`src/rtl/instr_fetch_unit_pkg.sv`:
```
// Shared types and constants for the instruction fetch unit.
package instr_fetch_unit_pkg;

    localparam int XLEN = 32;
    localparam logic [XLEN-1:0] RESET_PC_DEFAULT = 32'h0000_0000;
    localparam logic [XLEN-1:0] NOP_INSTR        = 32'h0000_0013;

    typedef struct packed {
        logic [XLEN-1:0] pc;
        logic [XLEN-1:0] instr;
    } fetch_entry_t;

    // Instruction addresses are word aligned; the low two bits are dropped.
    function automatic logic [XLEN-1:0] align_word(input logic [XLEN-1:0] addr);
        return addr & ~32'h3;
    endfunction

endpackage

```
`src/rtl/instr_fetch_unit_fetch_queue.sv`:
```
// Circular fetch queue of {pc, instr} entries with push, pop and flush.
module fetch_queue
    import instr_fetch_unit_pkg::*;
#(
    parameter int DEPTH = 4,
    localparam int PTR_W = $clog2(DEPTH),
    localparam int CNT_W = $clog2(DEPTH + 1)
) (
    input  logic             clk,
    input  logic             rst,
    input  logic             push,
    input  logic             pop,
    input  logic             flush,
    input  fetch_entry_t     wr_data,
    output fetch_entry_t     rd_data,
    output logic [CNT_W-1:0] count,
    output logic             full,
    output logic             empty
);

    fetch_entry_t     mem [DEPTH];
    logic [PTR_W-1:0] rd_ptr;
    logic [PTR_W-1:0] wr_ptr;

    // NOTE: storage is reset too, so the head reads as zero straight out of reset.
    // NOTE: all state uses non-blocking assignments so every update sees pre-edge values.
    always_ff @(posedge clk or posedge rst) begin
        if (rst) begin
            rd_ptr <= '0;
            wr_ptr <= '0;
            count  <= '0;
            for (int i = 0; i < DEPTH; i++) begin
                mem[i] <= '0;
            end
        end else if (flush) begin
            rd_ptr <= '0;
            wr_ptr <= '0;
            count  <= '0;
        end else begin
            if (push) begin
                mem[wr_ptr] <= wr_data;
                wr_ptr      <= wr_ptr + PTR_W'(1);
            end
            if (pop) begin
                rd_ptr <= rd_ptr + PTR_W'(1);
            end
            count <= count + CNT_W'(push) - CNT_W'(pop);
        end
    end

    // Pointers wrap naturally because DEPTH is a power of two.
    assign rd_data = mem[rd_ptr];
    assign full    = (count == CNT_W'(DEPTH));
    assign empty   = (count == '0);

endmodule

```
`src/rtl/instr_fetch_unit.sv`:
```
// Instruction fetch unit: PC, redirect mux and fetch queue feeding decode.
// Optional bounds check is compiled in with `define IFU_BOUNDS_CHECK_EN.
module instr_fetch_unit
    import instr_fetch_unit_pkg::*;
#(
    parameter logic [31:0] RESET_PC   = RESET_PC_DEFAULT,
    parameter int          FQ_DEPTH   = 4,
    parameter int          IMEM_WORDS = 64
) (
    input  logic        clk,
    input  logic        rst,
    output logic [31:0] imem_addr,
    input  logic [31:0] imem_rdata,
    input  logic        redirect_valid,
    input  logic [31:0] redirect_pc,
    output logic        dec_valid,
    output logic [31:0] dec_instr,
    output logic [31:0] dec_pc,
    input  logic        dec_ready,
    output logic        fetch_fault
);

    localparam int CNT_W = $clog2(FQ_DEPTH + 1);

    logic [31:0]      pc;
    logic             fault_state;
    logic             can_fetch;
    logic             push;
    logic             pop;
    logic             full;
    logic             empty;
    logic [CNT_W-1:0] count;
    fetch_entry_t     head;
    fetch_entry_t     wr_entry;

    assign pop = dec_valid & dec_ready;

    // A full queue may still fetch when decode frees the head in the same cycle.
    assign can_fetch = !redirect_valid && !fault_state && (!full || pop);

`ifdef IFU_BOUNDS_CHECK_EN
    localparam logic [31:0] IMEM_LIMIT = 32'(IMEM_WORDS * 4);

    logic out_of_bounds;
    assign out_of_bounds = (pc >= IMEM_LIMIT);
    assign push          = can_fetch && !out_of_bounds;

    // Sticky until a redirect supplies a fresh target.
    always_ff @(posedge clk or posedge rst) begin
        if (rst) begin
            fault_state <= 1'b0;
        end else if (redirect_valid) begin
            fault_state <= 1'b0;
        end else if (can_fetch && out_of_bounds) begin
            fault_state <= 1'b1;
        end
    end
`else
    assign push        = can_fetch;
    assign fault_state = 1'b0;
`endif

    always_ff @(posedge clk or posedge rst) begin
        if (rst) begin
            pc <= align_word(RESET_PC);
        end else if (redirect_valid) begin
            pc <= align_word(redirect_pc);
        end else if (push) begin
            pc <= pc + 32'd4;
        end
    end

    assign wr_entry = '{pc: pc, instr: imem_rdata};

    fetch_queue #(
        .DEPTH (FQ_DEPTH)
    ) u_fetch_queue (
        .clk     (clk),
        .rst     (rst),
        .push    (push),
        .pop     (pop),
        .flush   (redirect_valid),
        .wr_data (wr_entry),
        .rd_data (head),
        .count   (count),
        .full    (full),
        .empty   (empty)
    );

    assign imem_addr   = pc;
    assign dec_valid   = !empty;
    assign dec_instr   = head.instr;
    assign dec_pc      = head.pc;
    assign fetch_fault = fault_state;

endmodule

```
`config.mk`:
```
export PLATFORM = sky130hd
export DESIGN_NAME = instr_fetch_unit
export DESIGN_NICKNAME = d
export VERILOG_FILES = /design/src/rtl/instr_fetch_unit_pkg.sv /design/src/rtl/instr_fetch_unit_fetch_queue.sv /design/src/rtl/instr_fetch_unit.sv
export SDC_FILE = /design/constraint.sdc
export NUM_CORES = 1
export LEC_CHECK = 0
export ABC_AREA = 1
export BUFFER_PORTS_ARGS = -buffer_cell sky130_fd_sc_hd__buf_2
export CORE_ASPECT_RATIO = 0.75
export CORE_MARGIN = 2
export CORE_UTILIZATION = 45
export DETAILED_ROUTE_END_ITERATION = 8
export SYNTH_ARGS = -nofsm -noshare
export SYNTH_HDL_FRONTEND = slang
export SYNTH_SLANG_ARGS = --single-unit
```
`constraint.sdc`:
```
create_clock -name clk -period 10.7 [get_ports clk]
set_input_delay 2.14 -clock clk [delete_from_list [all_inputs] [get_ports clk]]
set_output_delay 2.14 -clock clk [all_outputs]
set_load 0.005 [all_outputs]
```
# [Word-level counts from Yosys, hierarchy flattened]
# Cells that the tools add are included.
[op_classes] add_sub_neg=5 n_lt_le_gt_ge=3 n_eq_ne=1 n_mux=13 bitwise_logic=4 reduce_logical=10
[op_table] cell="256-bit bitwise mux" count=1
[op_table] cell="64-bit 2-to-1 mux" count=3
[op_table] cell="64-bit binary-select mux with 2-bit select" count=1
[op_table] cell="64-bit demux with 2-bit select" count=1
[op_table] cell="32-bit 2-to-1 mux" count=2
[op_table] cell="32-bit by 3-bit adder with 32-bit output (second input constant)" count=1
[op_table] cell="2-bit 2-to-1 mux" count=4
[op_table] cell="3-bit greater-or-equal comparator (second input constant)" count=2
[op_table] cell="2-bit inverter with 3-bit output" count=2
[op_table] cell="2-bit by 1-bit adder with 2-bit output (second input constant)" count=2
[op_table] cell="2-bit nonzero test" count=2
[op_table] cell="3-bit by 1-bit adder with 3-bit output" count=1
[op_table] cell="3-bit equality test (second input constant)" count=1
[op_table] cell="1-bit logical NOT" count=3
[op_table] cell="3-bit logical NOT" count=1
[op_table] cell="3-bit by 1-bit less-than comparator with 1-bit output (second input constant)" count=1
[op_table] cell="3-bit 2-to-1 mux" count=1
[op_table] cell="3-bit by 1-bit subtractor with 3-bit output" count=1
[op_table] cell="1-bit logical AND" count=2
[op_table] cell="2-bit AND reduction" count=1
[op_table] cell="1-bit bitwise AND" count=1
[op_table] cell="1-bit logical OR" count=1
[op_table] cell="1-bit inverter" count=1
[totals] reg_bits=295 out_inout_bits=98

# [Logic depth before layout (Yosys ltp)]
# Gate-level depths: netlist of run 1.
[depth] ltp_word=8 ltp_mapped=12 depth_no_buf=10

# [Modules after synthesis]
# A second synthesis of run 1 with hierarchy kept.
[unflattened] hier_cells=1785 hier_area_um2=14118.5
[by_module_without_submodules] mod="fetch_queue" instances=1 cells_per_inst=1430 area_per_inst_um2=11877.6 seq_area_each_um2=6581.3
[by_module_without_submodules] mod="instr_fetch_unit" instances=1 cells_per_inst=355 area_per_inst_um2=2240.9 seq_area_each_um2=750.7

# [Worst setup path before layout of run 1]
# OpenSTA, ideal clock, no wires.
[synth_path] kind="in2reg" startpoint="in dec_ready" endpoint="reg u_fetch_queue.count[2]" t_arrival_ns=3.503 required_ns=10.576 setup_slack_ns=7.073 path_stages=8 path_buffers=0 cell_sequence="a21boi_0 -> ha_1 -> inv_1 -> ha_1 -> inv_1 -> fa_1 -> o21ai_0 -> a21oi_1"
[synth_between] elab_chain_cells=6
[synth_rtl] element="start: declaration" line_no="instr_fetch_unit.sv:19" source="input logic dec_ready,"
[synth_rtl] element="1-bit bitwise AND (*)" line_no="instr_fetch_unit.sv:36" source="assign pop = dec_valid & dec_ready;"
[synth_rtl] element="1-bit logical OR" line_no="instr_fetch_unit.sv:39" source="assign can_fetch = !redirect_valid && !fault_state && (!full || pop);"
[synth_rtl] element="1-bit logical AND" line_no="instr_fetch_unit.sv:39"
[synth_rtl] element="3-bit by 1-bit adder with 3-bit output" line_no="instr_fetch_unit_fetch_queue.sv:47" source="count <= count + CNT_W'(push) - CNT_W'(pop);"
[synth_rtl] element="3-bit by 1-bit subtractor with 3-bit output (*)" line_no="instr_fetch_unit_fetch_queue.sv:47"
[synth_rtl] element="3-bit 2-to-1 mux (*)" line_no="instr_fetch_unit_fetch_queue.sv:35" source="end else if (flush) begin"
[synth_rtl] element="end signal: assignment" line_no="instr_fetch_unit_fetch_queue.sv:47"
[synth_rtl] element="end: declaration" line_no="instr_fetch_unit_fetch_queue.sv:16" source="output logic [CNT_W-1:0] count,"
# Every way passes the cells marked *; elsewhere a longest branch is shown, timed or not.
# A chain may end at the register's enable or synchronous reset.

# [Worst setup path in the final report of run 1]
[layout_path] startpoint="reg u_fetch_queue.rd_ptr[0]" endpoint="out dec_pc[10]"
[layout_between] elab_chain_cells=4
[layout_rtl] element="start: declaration" line_no="instr_fetch_unit_fetch_queue.sv:22" source="logic [PTR_W-1:0] rd_ptr;"
[layout_rtl] element="start signal: assignment" line_no="instr_fetch_unit_fetch_queue.sv:45" source="rd_ptr <= rd_ptr + PTR_W'(1);"
[layout_rtl] element="2-bit inverter with 3-bit output (not written as such)" line_no="instr_fetch_unit_fetch_queue.sv:52" source="assign rd_data = mem[rd_ptr];"
[layout_rtl] element="64-bit binary-select mux with 2-bit select" line_no="instr_fetch_unit_fetch_queue.sv:52"
[layout_rtl] element="64-bit 2-to-1 mux (not written as such) (2 in a row)" line_no="instr_fetch_unit_fetch_queue.sv:52"
[layout_rtl] element="end: declaration" line_no="instr_fetch_unit.sv:18" source="output logic [31:0] dec_pc,"
# No other way between the ends. The select of a mux whose other input is x is not followed.

==> metrics.cfg, run 1 <==
[run_status]
status=finished, final reports clean

[floorplan]
num_io_pins=166
start_util=0.455
die_y_microns=152
die_x_microns=202
num_rows=54
dieArea_sq_mm=0.0307
core_sq_mm=0.0290

[clocking]
clockBufferDepth=3
cts_setup_buffers=0
cts_buffers=30
cts-resized-gates=0
clk_latency_ns=0.55
cts_root_buf=clkbuf_16
htree_levels=1
cts_tree=yes
clock_sinks=285
hold_buffers=0
clkTransAtPathRegs_ns=0.06

[timing]
min_period_over_period=0.523
clock.fmax_mhz=179
fin_ws_ns=5.11
max-slew-margin-rel=0.397
hold_viol=0
period_minus_slack_ns=5.59
setup_violations=0
tightest_slew_ns=0.904
finalClockSkew_ns=0.0101
rsz0062_at_grt=false
fin_tns_setup_ns=0
finalMaxSlewViolations=0

[yosys]
synth_cell_types=33
syn_area_sq_mm=0.0132
syn_area_per_cell_sq_um=8.23
synthSimpleGateAreaFrac=0.182
ys_seq_area_frac=0.541
synthAdderAreaFrac=0.00816
synth_top_family_by_area=compound AO/OA/AOI/OAI gates
synth_xor_area_frac=0.00731
synth_compound_area_frac=0.188
synthCells=1603
synth_seq_cells=285
yosysWarnings=0
synth.mux.area_fraction=0

[drt]
drt-initial-drc-count=932
vias_per_cell=5.24
wire_per_inst_microns=16.8
drtPass1Iterations=5
remaining_drc_errors=0
postRouteAntennaNets=0
vias=11100
wl_microns=35600

[placement]
placed_cell_area_sq_mm=0.0140
numPortBuffers=158
dp_slack_ns=5.68
placed_cells=2062
dp_hpwl_microns=21300
place.gp.congestion=0.857

[pwr]
peakVddDrop_uv=135
power_density_mw_per_mm2=275
internal-power_mw=2.66
comb_power_share=0.307
p_leak_nw=7.35
seqPwrFrac=0.440
swShare=0.357
clkPwrFrac=0.253
switching_power_mw=1.47

[cells_and_area]
drive_above_1_share=0.135
nets=1778
stdcell_count=2116
area_growth_syn_to_layout_pct=13.8
fillers=2887
design_area_sq_mm=0.0150
final_cell_mix=nand2_1, o21ai_0, dfrtp_1, nor2_1, buf_2
layout_commonest_cell=nand2_1

[grt]
antenna_found_initial=2
grtUsageTotal=0.233
grt_pass1_wl_microns=57600
grt_max_degree=120
overflow=0
grt_pass1_vias=10600

[critical_path]
crit_path_end_kind=primary output
cp_max_fo=68
worst_r2r_path_depth=7
cp.required_ns=8.56
crit_type=reg -> out
cp-start-kind=register
r2r_slack_ns=8.04
cp_data_arrival_time_ns=3.45

[flow_run]
maxCapViolations=0

[min_path]
worstHoldPathCells=2
hold_path_class=reg -> reg

-- cells in the mapped netlist --
master / number / area, sq um
buf_6: 8 / 90.1
ha_1: 7 / 87.6
nand3b_1: 1 / 7.51
nand2_4: 2 / 22.5
buf_4: 26 / 195
nand2_2: 3 / 18.8
a22oi_1: 1 / 7.51
a31oi_1: 2 / 12.5
clkbuf_1: 59 / 221
inv_4: 1 / 6.26
o21ai_1: 61 / 305
conb_1: 1 / 3.75
nor2_2: 6 / 37.5
nor2_8: 1 / 20.0
and2_1: 2 / 12.5
a21oi_1: 6 / 30.0
buf_2: 12 / 60.1
dfrtp_1: 285 / 7130
xor2_1: 11 / 96.3
nor2_4: 1 / 11.3
fa_1: 1 / 20.0
clkinv_1: 1 / 3.75
o211ai_1: 3 / 22.5
nor2_1: 172 / 646
inv_2: 2 / 7.51
a21boi_0: 1 / 7.51
nand3_1: 30 / 150
inv_1: 101 / 379
o21ai_0: 340 / 1700
o22ai_1: 62 / 388
nand2_1: 392 / 1470
buf_1: 1 / 3.75
o21bai_1: 1 / 7.51
-- final timing paths --
check	startpoint	end
setup / recovery	u_fetch_queue.rd_ptr[0]	dec_pc[10]
hold / removal	u_fetch_queue.mem[172]	u_fetch_queue.mem[172]
setup reg to reg	u_fetch_queue.count[1]	u_fetch_queue.mem[210]
hold reg to reg	u_fetch_queue.mem[172]	u_fetch_queue.mem[172]
max in group asynchronous	rst	u_fetch_queue.rd_ptr[0]
min in group asynchronous	rst	u_fetch_queue.mem[231]
-- worst max-delay path, stage by stage, from the launching register on --
cell	delay (ns)
dfrtp_4	0.82
clkinv_2	0.82
buf_4	0.63
o21ai_0	0.25
o22ai_1	0.18
buf_2	0.17
-- cell type report --
type | instances | area, sq um | share of cell area
antenna | 1 | 2.50 | 0.000167
clock buffer | 48 | 900 | 0.0600
clock inverter | 5 | 75.1 | 0.00500
inverter | 105 | 405 | 0.0270
multi-input combinational | 1111 | 5120 | 0.341
sequential | 285 | 7140 | 0.476
tap | 392 | 490 | 0.0327
timing repair buffer | 169 | 873 | 0.0582
-- metal layers --
metal | up-vias | share of wire | global-route usage
met3 | 46 | 0.053 | 0.0349
met4 | 0 | 0.020 | 0.0522
met2 | 279 | 0.42 | 0.347
met1 | 5333 | 0.51 | 0.358
met5 | - | 0 | 0
li1 | 5437 | - | -
-- kinds of logic (layout without fill, tap and decap cells) --
group | after synthesis | count (layout)
AOI/OAI and AO/OA | 477 | 477
DFF | 285 | 285
other | 1 | 6
buffers and inverters | 211 | 327
adders and majority gates | 8 | 8
xor gates and xnor gates | 11 | 11
and+or+nand+nor | 610 | 610
-- state kept, by name, summed over array words and instances, names as in the netlist --
name and count:
imem_addr 30, u_fetch_queue.wr_ptr 2, u_fetch_queue.count 3, u_fetch_queue.rd_ptr 2, u_fetch_queue.mem 248
-- through the flow --
stage / hold WS (ns) / util / power (mW)
global placement: 0.461 / 0.484 / 3.06
detailed placement: 0.468 / 0.484 / 3.10
CTS: 0.483 / 0.517 / 4.17
finish: 0.477 / 0.518 / 4.13
global route: 0.499 / 0.518 / 4.46
floorplan: 0.448 / - / 2.63
-- power groups by stage --
| stage | clock (mW) | combinational [mW] | sequential [mW] |
|---|---|---|---|
| 6_report | 1.05 | 1.27 | 1.82 |
| 5_1_grt | 1.11 | 1.46 | 1.88 |
| 4_1_cts | 1.07 | 1.28 | 1.81 |
| 3_5_place_dp | 0 | 1.28 | 1.83 |
| 3_3_place_gp | 0 | 1.25 | 1.82 |
| 2_1_floorplan | 0 | 0.885 | 1.75 |
Note: power is estimated with default switching activity, not from simulation.
==> run 2: changes to the inputs <==
==> constraint.sdc (replaced) <==
create_clock -name clk -period 5.5 [get_ports clk]
set_input_delay 1.1 -clock clk [delete_from_list [all_inputs] [get_ports clk]]
set_output_delay 1.1 -clock clk [all_outputs]
set_load 0.005 [all_outputs]
==> metrics.cfg, run 2 (same netlist as run 1, synthesis figures left out) <==
[critical_path]
rr_endpoint=u_fetch_queue.mem[244]  ; was u_fetch_queue.mem[210]
r2r_slack_ns=2.76  ; was 8.04 ns
crit_type=reg -> out  ; unchanged
cp-start-kind=register  ; unchanged
worst_r2r_path_depth=8  ; was 7
crit_family=buffers and inverters  ; unchanged
cp_max_fo=94  ; was 68
crit_path_end_kind=primary output  ; unchanged
rr_startpoint=u_fetch_queue.count[1]  ; unchanged
critPathSlowestCell=dfrtp_4  ; unchanged
cpPeakStageDelay_ns=0.74  ; was 0.82 ns
cp.required_ns=4.40  ; was 8.56 ns
critPathBufInv=3  ; unchanged
cp_data_arrival_time_ns=2.85  ; was 3.45 ns
path_cells=clkinv_2, buf_12, o21ai_0, o22ai_1, buf_2  ; was clkinv_2, buf_4, o21ai_0, o22ai_1, buf_2

[grt]
grt_pass1_vias=10500  ; was 10.6k
overflow=0  ; unchanged
antenna_found_initial=0  ; was 2
grt_max_degree=134  ; was 120
grtUsageTotal=0.231  ; was 0.233
grt_pass1_wl_microns=57600  ; unchanged

[drt]
wl_microns=35100  ; was 35600 microns
remaining_drc_errors=0  ; unchanged
drt-initial-drc-count=829  ; was 932
drtPass1Iterations=5  ; unchanged
wire_per_inst_microns=16.6  ; was 16.8 microns
vias=11100  ; about the same
vias_per_cell=5.24  ; about the same
postRouteAntennaNets=0  ; unchanged

[timing]
clock.fmax_mhz=253
finalClockSkew_ns=0.0211  ; was 0.0101 ns
setup_violations=0  ; unchanged
finalMaxSlewViolations=0  ; unchanged
period_minus_slack_ns=3.95
rsz0062_at_grt=false  ; unchanged
tightest_slew_ns=0.966  ; was 0.904 ns
max-slew-margin-rel=0.356  ; was 0.397
hold_viol=0  ; unchanged
fin_ws_ns=1.55  ; was 5.11 ns
fin_tns_setup_ns=0  ; unchanged
min_period_over_period=0.718

[pwr]
peakVddDrop_uv=242  ; was 135 uV
power_density_mw_per_mm2=533  ; was 275 mW/mm^2
p_leak_nw=7.36  ; was 7.35 nW
power_mw=8.01  ; was 4.13 mW

[placement]
dp_slack_ns=1.93  ; was 5.68 ns
dp_hpwl_microns=21100  ; was 21300 microns
numPortBuffers=158  ; unchanged
place.gp.congestion=0.891  ; was 0.857
placed_cells=2063  ; was 2062

[floorplan]
num_io_pins=166  ; unchanged
die_x_microns=202  ; unchanged
start_util=0.455  ; unchanged
num_rows=54  ; unchanged
die_y_microns=152  ; unchanged
core_sq_mm=0.0290  ; unchanged
dieArea_sq_mm=0.0307  ; unchanged

[clocking]
cts_tree=yes  ; unchanged
clockBufferDepth=3  ; unchanged
htree_levels=1  ; unchanged
clock_sinks=285  ; unchanged
cts_root_buf=clkbuf_16  ; unchanged
hold_buffers=0  ; unchanged
clkTransAtPathRegs_ns=0.06  ; about the same
clk_latency_ns=0.55  ; about the same
cts_setup_buffers=0  ; unchanged
cts_buffers=29  ; was 30
cts-resized-gates=0  ; unchanged

[cells_and_area]
area_growth_syn_to_layout_pct=14.0  ; was 13.8%
layout_commonest_cell=nand2_1  ; unchanged
stdcell_count=2115  ; was 2116
largest_register=u_fetch_queue.mem  ; unchanged
largest_reg_flops=248  ; unchanged
antennaDiodeCount=0  ; was 1
final_cell_mix=nand2_1, o21ai_0, dfrtp_1, nor2_1, buf_2  ; unchanged
nets=1778  ; unchanged
drive_above_1_share=0.138  ; was 0.135

[min_path]
hold-path-endpoint=u_fetch_queue.mem[124]  ; was u_fetch_queue.mem[172]
worstHoldPathCells=2  ; unchanged
hold_start=u_fetch_queue.mem[124]  ; was u_fetch_queue.mem[172]
hold_path_class=reg -> reg  ; unchanged

[run_status]
status=finished, final reports clean  ; unchanged

[flow_run]
maxCapViolations=0  ; unchanged

## run 2: area by class of cell
| type | instances | area (sq um) |
|---|---|---|
| Tap cell | 392 | 490 |
| Fill cell | 2847 | 14000 |
| Multi-Input combinational cell | 1111 | 5120 |
| Clock buffer | 39 | 813 |
| Sequential cell | 285 | 7140 |
| Timing Repair Buffer | 170 | 918 |
| Clock inverter | 13 | 151 |
| Inverter | 105 | 402 |
## run 2: where the power goes
group | internal [mW] | switching (mW) | leakage (nW)
clock network | 1.17 | 0.838 | 0.470
registers | 3.00 | 0.526 | 3.57
logic | 0.970 | 1.50 | 3.32
total | 5.15 | 2.87 | 7.36
## run 2: worst register-to-register path, cell delays in order, from the launching register on
cell and delay [ns]:
dfrtp_1 0.44, nor2_2 0.09, nand2_4 0.13, inv_4 0.06, nor2_8 0.46, nand2_4 0.67
buf_4 0.57, nand2_1 0.12, o21ai_1 0.06
## run 2: worst max path at each step
stage	cells past startpoint	end	start
4_1_cts	4	dec_pc[8]	u_fetch_queue.rd_ptr[0]
5_1_grt	4	dec_pc[8]	u_fetch_queue.rd_ptr[0]
3_3_place_gp	6	u_fetch_queue.mem[242]	redirect_valid
3_5_place_dp	6	u_fetch_queue.mem[236]	redirect_valid
6_report	5	dec_pc[8]	u_fetch_queue.rd_ptr[0]
2_1_floorplan	1	imem_addr[10]	rst
## run 2: metrics by stage
step,area [sq um],hold WS [ns],util
after global placement,14100,0.461,0.485
after floorplan,13200,0.448,-
after global routing,15000,0.497,0.519
after CTS,15000,0.482,0.519
after detailed placement,14100,0.467,0.485
final,15000,0.478,0.519
## run 2: layer usage
layer | share of wire | GRT usage | up-vias
met1 | 0.50 | 0.362 | 5270
met3 | 0.064 | 0.0321 | 41
li1 | - | - | 5431
met5 | 0 | 0 | -
met2 | 0.42 | 0.345 | 340
met4 | 0.015 | 0.0434 | 0
==> run 3: changes to the inputs <==
--- a/config.mk
+++ b/config.mk
@@ -5,12 +5,13 @@
 export SDC_FILE = /design/constraint.sdc
 export NUM_CORES = 1
 export LEC_CHECK = 0
-export ABC_AREA = 1
+export ABC_AREA = 0
 export BUFFER_PORTS_ARGS = -buffer_cell sky130_fd_sc_hd__buf_2
 export CORE_ASPECT_RATIO = 0.75
 export CORE_MARGIN = 2
 export CORE_UTILIZATION = 45
 export DETAILED_ROUTE_END_ITERATION = 8
+export PLACE_DENSITY = 0.67
 export SYNTH_ARGS = -nofsm -noshare
 export SYNTH_HDL_FRONTEND = slang
 export SYNTH_SLANG_ARGS = --single-unit
==> constraint.sdc (replaced) <==
create_clock -name clk -period 3.55 [get_ports clk]
set_input_delay 0.71 -clock clk [delete_from_list [all_inputs] [get_ports clk]]
set_output_delay 0.71 -clock clk [all_outputs]
set_load 0.005 [all_outputs]
==> metrics.cfg, run 3 <==
[floorplan]
dieArea_sq_mm=0.0326  ; was 0.0307 sq mm
core_sq_mm=0.0304  ; was 0.0290 sq mm
start_util=0.461  ; was 0.455
die_x_microns=208  ; was 202 microns
num_rows=55  ; was 54
num_io_pins=166  ; unchanged
die_y_microns=157  ; was 152 microns

[pwr]
internal-power_mw=9.80  ; was 5.15 mW
power_density_mw_per_mm2=855  ; was 533 mW/mm^2
seqPwrFrac=0.423  ; was 0.440
p_leak_nw=7.09  ; was 7.36 nW
peakVddDrop_uv=334  ; was 242 uV
comb_power_share=0.354  ; was 0.308
switching_power_mw=3.88  ; was 2.87 mW
swShare=0.284  ; was 0.358
clkPwrFrac=0.224  ; was 0.251

[cells_and_area]
design_area_sq_mm=0.0160  ; was 0.0150 sq mm
final_cell_mix=dfrtp_1, mux2_4, buf_2, mux4_2, clkbuf_16  ; was nand2_1, o21ai_0, dfrtp_1, nor2_1, buf_2
stdcell_count=1433  ; was 2115
layout_commonest_cell=dfrtp_1  ; was nand2_1
fillers=2527  ; was 2847
drive_above_1_share=0.524  ; was 0.138
largest_reg_flops=248  ; unchanged
largest_register=u_fetch_queue.mem  ; unchanged
area_growth_syn_to_layout_pct=14.0  ; about the same
nets=1086  ; was 1778

[placement]
dp_slack_ns=0.708  ; was 1.93 ns
numPortBuffers=158  ; unchanged
place.gp.congestion=0.760  ; was 0.891
placed_cells=1377  ; was 2063
dp_hpwl_microns=18500  ; was 21100 microns
placed_cell_area_sq_mm=0.0150  ; was 0.0141 sq mm

[grt]
antenna_found_initial=1  ; was 0
grt_pass1_wl_microns=49500  ; was 57600 microns
grtUsageTotal=0.192  ; was 0.231
overflow=0  ; unchanged
grt_pass1_vias=8339  ; was 10.5k
grt_max_degree=132  ; was 134

[clocking]
htree_levels=1  ; unchanged
cts_tree=yes  ; unchanged
cts_buffers=30  ; was 29
clk_latency_ns=0.56  ; was 0.55 ns
clock_sinks=285  ; unchanged
clockBufferDepth=3  ; unchanged
cts_root_buf=clkbuf_16  ; unchanged
clkTransAtPathRegs_ns=0.07  ; was 0.06 ns
cts-resized-gates=0  ; unchanged
cts_setup_buffers=0  ; unchanged
hold_buffers=0  ; unchanged

[critical_path]
cp.required_ns=2.84  ; was 4.40 ns
crit_type=reg -> out  ; unchanged
path_cells=buf_12, mux4_2, buf_2  ; was clkinv_2, buf_12, o21ai_0, o22ai_1, buf_2
cp_max_fo=23  ; was 94
cp_data_arrival_time_ns=2.36  ; was 2.85 ns
crit_path_end_kind=primary output  ; unchanged
cp-start-kind=register  ; unchanged
critPathSlowestCell=dfrtp_4  ; unchanged
cpPeakStageDelay_ns=0.74  ; about the same

[drt]
vias_per_cell=5.52  ; was 5.24
vias=7904  ; was 11.1k
remaining_drc_errors=0  ; unchanged
wire_per_inst_microns=21.6  ; was 16.6 microns
drtPass1Iterations=4  ; was 5
drt-initial-drc-count=532  ; was 829
wl_microns=30900  ; was 35100 microns
postRouteAntennaNets=0  ; unchanged

[timing]
min_period_over_period=0.864
setup_violations=0  ; unchanged
rsz0062_at_grt=false  ; unchanged
hold_viol=0  ; unchanged
max-slew-margin-rel=0.393  ; was 0.356
tightest_slew_ns=0.911  ; was 0.966 ns
fin_tns_setup_ns=0  ; unchanged
finalMaxSlewViolations=0  ; unchanged
period_minus_slack_ns=3.07
fin_ws_ns=0.481  ; was 1.55 ns
clock.fmax_mhz=326
finalClockSkew_ns=0.0153  ; was 0.0211 ns

[yosys]
synthCells=874  ; was 1603
yosys.area.top_type=dfrtp_1  ; unchanged
yosysWarnings=0  ; unchanged
ys_top_cells_by_area=dfrtp_1, mux2_4, mux4_2  ; was dfrtp_1, o21ai_0, nand2_1
yosys-top-cells-count=dfrtp_1, mux2_4, mux4_2  ; was nand2_1, o21ai_0, dfrtp_1
synthArstFlopShare=1.00  ; unchanged
yosysMostFrequentCell=dfrtp_1  ; was nand2_1
synth-edff-count=0  ; unchanged
syn_area_sq_mm=0.0140  ; was 0.0132 sq mm
syn_area_per_cell_sq_um=16.1  ; was 8.23 sq um
synthDominantCellAreaShare=0.508  ; was 0.541
ys_seq_area_frac=0.508  ; was 0.541
synthFlopType=dfrtp_1  ; unchanged
synth_cell_types=40  ; was 33
synth_seq_cells=285  ; unchanged

[flow_run]
maxCapViolations=0  ; unchanged

[min_path]
hold_path_class=in -> async  ; was reg -> reg

[run_status]
status=finished, final reports clean  ; unchanged

==> run 3: cell types whose count changed in the layout (fill, tap and decap cells not counted), moves of 91 or more <==
| cell | before | now |
|---|---|---|
| inv_1 | 99 | 8 |
| mux2_4 | 0 | 240 |
| nand2_1 | 392 | 25 |
| nor2_1 | 172 | 26 |
| o21ai_0 | 340 | 17 |
==> run 3: critical path: cells and delay by family (launching register included) <==
kind,cells,cell delay (ns)
flops,1,0.74
mux,1,0.57
buf+inv,2,0.43
==> run 3: stage by stage <==
step	total power, mW	hold slack (ns)	util
floorplan	9.24	0.475	-
global placement	10.5	0.485	0.494
detailed placement	10.7	0.488	0.494
CTS	13.8	0.123	0.526
global route	14.4	0.139	0.526
finish	13.7	0.140	0.526
==> run 3: layer usage <==
layer | vias up | global-route usage | part of all wire
met1 | 4203 | 0.292 | 0.50
li1 | 3498 | - | -
met4 | 0 | 0.0412 | 0.017
met3 | 45 | 0.0351 | 0.044
met2 | 158 | 0.287 | 0.44
met5 | - | 0 | 0
==> run 3: power by group through the flow <==
stage               Clock, mW  Sequential (mW)  Combinational (mW)
floorplan                   0             5.34                3.90
global placement            0             5.75                4.78
detailed placement          0             5.78                4.89
CTS                      3.13             5.78                4.91
global route             3.27             5.98                5.19
finish                   3.06             5.78                4.84
==> run 3: final timing paths <==
path / depth (start not counted) / endpoint / slack (ns) / startpoint
max in group asynchronous: 3 / u_fetch_queue.mem[141] / 2.34 / rst
max reg2reg: 4 / u_fetch_queue.mem[191] / 1.02 / u_fetch_queue.count[1]
min: 2 / u_fetch_queue.mem[247] / 0.14 / rst
min reg2reg: 1 / u_fetch_queue.mem[30] / 0.50 / u_fetch_queue.mem[30]
min in group clk: 3 / imem_addr[9] / 0.37 / redirect_pc[9]
max: 3 / dec_pc[5] / 0.48 / u_fetch_queue.rd_ptr[1]
==> run 3: area by class of cell <==
| type | count | area, sq um | area share |
|---|---|---|---|
| Tap cell | 399 | 499 | 0.0312 |
| Clock inverter | 9 | 47.5 | 0.00297 |
| Antenna cell | 1 | 2.50 | 0.000156 |
| Inverter | 9 | 37.5 | 0.00235 |
| Multi-Input combinational cell | 512 | 6360 | 0.398 |
| Timing Repair Buffer | 172 | 996 | 0.0623 |
| Sequential cell | 285 | 7140 | 0.446 |
| Clock buffer | 46 | 912 | 0.0570 |
==> run 3: cell families (layout without fill, tap and decap cells) <==
| kind of cell | count (synthesis) | in the layout | share of synthesized area |
|---|---|---|---|
| multiplexers | 311 | 311 | 0.363 |
| flip-flops | 285 | 285 | 0.508 |
| AND/OR/NAND/NOR | 124 | 124 | 0.0489 |
| buffers and inverters | 81 | 236 | 0.0407 |
| AO/OA/AOI/OAI | 51 | 51 | 0.0227 |
| XOR/XNOR | 13 | 13 | 0.00811 |
| adder cells (fa/ha/maj) | 8 | 8 | 0.00767 |
| other | 1 | 6 | 0.000267 |
